`src/rtl/handshake_arbiter.sv`:
```
// -----------------------------------------------------------------------------
// handshake_arbiter
//
// Round-robin arbiter that shares one valid/ready receive port between up to
// NUM_MASTERS requesting masters. One master owns the slave port at a time.
// It keeps the port for at most MAX_BURST beats, or until it drops its valid.
// After every release the bus spends exactly one cycle in IDLE, and the search
// for the next owner starts at the master after the one that just released.
//
// Ports
//   sys_clk     in   rising-edge clock
//   reset_n     in   asynchronous active-low reset
//   m_vaild     in   [NUM_MASTERS]            per-master valid
//   m_data      in   [NUM_MASTERS*DATA_WIDTH] master i at [i*DATA_WIDTH +: DATA_WIDTH]
//   m_ready     out  [NUM_MASTERS]            per-master ready (only the owner sees s_ready)
//   s_vaild     out                           valid toward the slave
//   s_data      out  [DATA_WIDTH]             payload toward the slave (0 when idle)
//   s_ready     in                            slave ready
//   grant       out  [NUM_MASTERS]            one-hot current owner, 0 when idle
//   busy        out                           high while a master owns the bus
//   xfer_count  out  [16]                     completed slave-side beats, wraps
// -----------------------------------------------------------------------------
module handshake_arbiter #(
    parameter int NUM_MASTERS = 4,
    parameter int DATA_WIDTH  = 8,
    parameter int MAX_BURST   = 4
) (
    input  logic                              sys_clk,
    input  logic                              reset_n,
    input  logic [NUM_MASTERS-1:0]            m_vaild,
    input  logic [NUM_MASTERS*DATA_WIDTH-1:0] m_data,
    output logic [NUM_MASTERS-1:0]            m_ready,
    output logic                              s_vaild,
    output logic [DATA_WIDTH-1:0]             s_data,
    input  logic                              s_ready,
    output logic [NUM_MASTERS-1:0]            grant,
    output logic                              busy,
    output logic [15:0]                       xfer_count
);

    localparam int IDX_W = (NUM_MASTERS > 1) ? $clog2(NUM_MASTERS) : 1;
    localparam int CNT_W = (MAX_BURST > 1) ? $clog2(MAX_BURST) : 1;
    localparam logic [IDX_W-1:0] LAST_IDX  = IDX_W'(NUM_MASTERS - 1);
    localparam logic [CNT_W-1:0] LAST_BEAT = CNT_W'(MAX_BURST - 1);

    typedef enum logic {
        ST_IDLE  = 1'b0,
        ST_GRANT = 1'b1
    } state_t;

    state_t             state_q, state_d;
    logic [IDX_W-1:0]   owner_q, owner_d;
    logic [IDX_W-1:0]   rr_ptr_q, rr_ptr_d;
    logic [CNT_W-1:0]   beat_cnt_q, beat_cnt_d;
    logic [15:0]        xfer_count_q, xfer_count_d;

    logic                  in_grant;
    logic                  owner_vaild;
    logic                  beat;
    logic [IDX_W-1:0]      owner_next_ptr;
    logic                  req_found;
    logic [IDX_W-1:0]      req_idx;
    logic [DATA_WIDTH-1:0] m_data_arr [NUM_MASTERS];

    // Per-master views: payload slices, and ready/grant decoded from the
    // registered owner so neither output depends on the request inputs.
    for (genvar gi = 0; gi < NUM_MASTERS; gi++) begin : g_master
        assign m_data_arr[gi] = m_data[gi*DATA_WIDTH +: DATA_WIDTH];
        assign m_ready[gi]    = in_grant && (owner_q == IDX_W'(gi)) && s_ready;
        assign grant[gi]      = in_grant && (owner_q == IDX_W'(gi));
    end

    assign in_grant    = (state_q == ST_GRANT);
    assign owner_vaild = m_vaild[owner_q];
    assign beat        = in_grant && owner_vaild && s_ready;

    assign s_vaild    = in_grant && owner_vaild;
    assign s_data     = in_grant ? m_data_arr[owner_q] : '0;
    assign busy       = in_grant;
    assign xfer_count = xfer_count_q;

    assign owner_next_ptr = (owner_q == LAST_IDX) ? '0 : owner_q + IDX_W'(1);

    // Round-robin search: walk offsets from the far end down to 0 so the
    // requester closest to (or at) rr_ptr is the one left in req_idx.
    always_comb begin
        int               cand;
        logic [IDX_W-1:0] cand_idx;
        req_found = 1'b0;
        req_idx   = rr_ptr_q;
        cand      = 0;
        cand_idx  = '0;
        for (int k = NUM_MASTERS - 1; k >= 0; k--) begin
            cand = int'(rr_ptr_q) + k;
            if (cand >= NUM_MASTERS) begin
                cand = cand - NUM_MASTERS;
            end
            cand_idx = IDX_W'(cand);
            if (m_vaild[cand_idx]) begin
                req_found = 1'b1;
                req_idx   = cand_idx;
            end
        end
    end

    always_comb begin
        state_d      = state_q;
        owner_d      = owner_q;
        rr_ptr_d     = rr_ptr_q;
        beat_cnt_d   = beat_cnt_q;
        xfer_count_d = xfer_count_q;

        if (beat) begin
            xfer_count_d = xfer_count_q + 16'd1;
        end

        case (state_q)
            ST_IDLE: begin
                if (req_found) begin
                    state_d    = ST_GRANT;
                    owner_d    = req_idx;
                    beat_cnt_d = '0;
                end
            end
            ST_GRANT: begin
                if (!owner_vaild) begin
                    // Owner withdrew: release without a beat on this edge.
                    state_d  = ST_IDLE;
                    rr_ptr_d = owner_next_ptr;
                end else if (beat) begin
                    if (beat_cnt_q == LAST_BEAT) begin
                        state_d    = ST_IDLE;
                        rr_ptr_d   = owner_next_ptr;
                        beat_cnt_d = '0;
                    end else begin
                        beat_cnt_d = beat_cnt_q + CNT_W'(1);
                    end
                end
                // Slave stall: hold everything, no timeout.
            end
            default: begin
                state_d = ST_IDLE;
            end
        endcase
    end

    always_ff @(posedge sys_clk or negedge reset_n) begin
        if (!reset_n) begin
            state_q      <= ST_IDLE;
            owner_q      <= '0;
            rr_ptr_q     <= '0;
            beat_cnt_q   <= '0;
            xfer_count_q <= '0;
        end else begin
            state_q      <= state_d;
            owner_q      <= owner_d;
            rr_ptr_q     <= rr_ptr_d;
            beat_cnt_q   <= beat_cnt_d;
            xfer_count_q <= xfer_count_d;
        end
    end

endmodule

```
`config.mk`:
```
export PLATFORM = sky130hd
export DESIGN_NAME = handshake_arbiter
export DESIGN_NICKNAME = d
export VERILOG_FILES = /design/src/rtl/handshake_arbiter.sv
export SDC_FILE = /design/constraint.sdc
export NUM_CORES = 1
export LEC_CHECK = 0
export CAP_MARGIN = 25
export CORE_ASPECT_RATIO = 1.25
export CORE_MARGIN = 2
export CORE_UTILIZATION = 41
export DETAILED_ROUTE_END_ITERATION = 12
export GPL_ROUTABILITY_DRIVEN = 0
export GPL_TIMING_DRIVEN = 0
export PLACE_DENSITY = 0.8
export SYNTH_ARGS = -nofsm -noshare
export SYNTH_HDL_FRONTEND = slang
export SYNTH_SLANG_ARGS = --single-unit
```
`constraint.sdc`:
```
create_clock -name sys_clk -period 2.3 [get_ports sys_clk]
set_input_delay 0.575 -clock sys_clk [delete_from_list [all_inputs] [get_ports sys_clk]]
set_output_delay 0.575 -clock sys_clk [all_outputs]
set_load 0.02 [all_outputs]
```
==> out/metrics.cfg <==
[placed_design]
port_buffers = 71
dp_worst_setup_slack_ns = -0.729
placed_cells = 249
dpl.hpwl_um = 3390

[critical_path]
reg2reg_depth = 6
worst-setup-path-type = in2out
worstPathArrival_ns = 1.70
r2r_slack_ns = 0.47
worstPathMaxFanout = 1
cp.required_ns = 1.73
cp-end-kind = output pin
cp-start-kind = input port

[floorplan]
core-area_um2 = 3540
fp.dieArea_um2 = 4250
die_x_um = 58.7
num_rows = 24
die_y_um = 72.4
start_util = 0.433
ios = 73

[sta]
hold_violations = 0
slew_headroom = 0.341
slew_violations = 0
fin_skew_ns = 0.00286
tightest_slew_ns = 0.976
fmaxAchievable_ghz = 0.439
finalSetupViolCount = 0
final.min_clock_period_ns = 2.28
finalCritPeriodShare = 0.991
setup_tns_ns = 0
holdWs_ns = 0.473
setup_slack_ns = 0.0218

[power]
seq_power_share = 0.251
p_clk_frac = 0.102
leakage_uw = 0.00136
power.switching_uw = 1010
swShare = 0.411
power_frac_comb = 0.647
vdd_drop_max_mv = 0.628
cell_internal_pwr_uw = 1450
powerDensity_nw_per_um2 = 989

[global_routing]
grt.busiest_layer = met2
grt_pass1_vias = 1558
grt_pass1_wl_um = 6890
track_usage = 0.211
grtUsageMet3 = 0.0642
grt_max_degree = 24
grt_antenna_before_repair = 0
met1_usage = 0.212
use_met2 = 0.407
grt_overflow = 0

[clock_network]
clock-sinks = 23
insertion_delay_ns = 0.26
ctsHtreeMaxLevel = 1
root_buffer = clkbuf_8
cts_buffers = 3
cts_buffer_depth = 2
cts_tree = done
clk_pin_slew_ns = 0.08

[routing]
postRouteAntennaNets = 0
drt_iter0_drc = 53
vias = 1413
detail_route.first_pass.iterations = 11
wl_per_cell_um = 16.9
drc = 3
routed_wl_um = 4370
via_per_inst = 5.48

[layout]
fin_cells = 258
fin_nets = 265
drive_above_1_share = 0.242
final_cell_mix = 27 x dlymetal6s2s_1, 20 x dfrtp_1, 20 x clkdlybuf4s50_1
syn2layout_area_growth_pct = 62.5
n_antenna_cell = 0
final_common_cell = dlymetal6s2s_1

[synth]
yosysSeqAreaShare = 0.375
synth_top_cell_by_area = dfrtp_1
synth.area.top_cells = dfrtp_1 38%, mux4_2 13%, and2_1 5.7%
netlist.area_leader.share = 0.375
synthDistinctLibCells = 35
synthesis.area_um2 = 1530
ys.warnings.count = 0
syn-num-nets = 184
synth_cells = 139
syn_area_per_cell_um2 = 11.0
ys_ff_latch = 23

[outcome]
status = finished, violations left
violations = DRC

[job]
cap_violations = 0

[hold_path]
hold_path_class = reg2reg
hold_depth = 1

cell families (layout without fill, tap and decap cells):
group | count (synthesis) | in the layout | share of synthesized area
multiplexers | 12 | 12 | 0.156
buffers and inverters | 11 | 91 | 0.0277
AO/OA/AOI/OAI | 14 | 14 | 0.0612
flip-flops | 23 | 23 | 0.375
AND/OR/NAND/NOR | 58 | 58 | 0.246
XOR/XNOR | 15 | 15 | 0.0856
adder cells (fa/ha/maj) | 6 | 6 | 0.0489
worst paths after layout:
kind	to	start
max	s_data[2]	m_data[10]
max in group asynchronous	owner_q[0]	reset_n
max reg2reg	rr_ptr_q[1]	owner_q[1]
min in group asynchronous	xfer_count[13]	reset_n
min	xfer_count[15]	xfer_count[15]
min reg2reg	xfer_count[15]	xfer_count[15]
metrics by stage:
step | power [uW] | area [um2] | utilization
finish | 2460 | 2490 | 0.703
global route | 2630 | 2490 | 0.703
CTS | 2420 | 2370 | 0.668
detailed placement | 2080 | 2290 | 0.647
global placement | 2040 | 2290 | 0.647
floorplan | 1470 | 1530 | -
metal layers:
layer / routed length, um / vias to the layer above
met4: 32 / 0
met1: 1550 / 680
met5: 0 / -
li1: - / 658
met2: 2390 / 72
met3: 398 / 3
cells in the mapped netlist:
master,instances
nand4_4,2
o211ai_1,1
a311oi_1,1
nand4_1,1
clkbuf_1,3
a22o_1,1
mux2_2,1
nor4_2,1
nand2b_1,2
and3_1,5
a21oi_1,3
mux2i_1,1
o21ai_0,3
nor3_1,1
buf_1,1
o22ai_1,1
a2111oi_0,1
a21o_1,2
inv_1,6
ha_1,6
nor2_1,3
nand2_1,15
and4_1,2
xor2_1,7
mux4_2,9
o41ai_1,1
and2_1,14
and4_4,1
buf_2,1
xnor2_1,8
nand3_1,6
mux2_4,1
nand4_2,1
dfrtp_1,23
nor3_2,4
sequential cells by signal, summed over array words and instances, names as in the netlist:
name,flops
busy,1
xfer_count,16
owner_q,2
beat_cnt_q,2
rr_ptr_q,2
power groups by stage:
stage	clock network [uW]	logic (uW)	registers, uW
3_5_place_dp	0	1420	654
2_1_floorplan	0	800	672
3_3_place_gp	0	1390	646
5_1_grt	279	1710	634
6_report	252	1590	619
4_1_cts	254	1540	621
worst max-delay path: stages:
cell             delay, ns
clkdlybuf4s50_1       0.39
mux4_2                0.45
and2_4                0.16
buf_6                 0.12
cell type report:
type	instances	area (um2)
repair buffers	76	825
clock buffers	4	45.0
fillers	273	1050
flip-flops and latches	23	579
well taps	39	48.8
multi-input cells	105	936
inverters	6	22.5
plain buffers	5	36.3
what timing repair did:
item,in CTS,in global routing
cloned,0,0
pin swaps,3,0
hold buffers,0,0
gates resized for setup,79,36
buffers inserted,3,1
setup endpoints to repair,17,12
(Power assumes the default switching activity.)
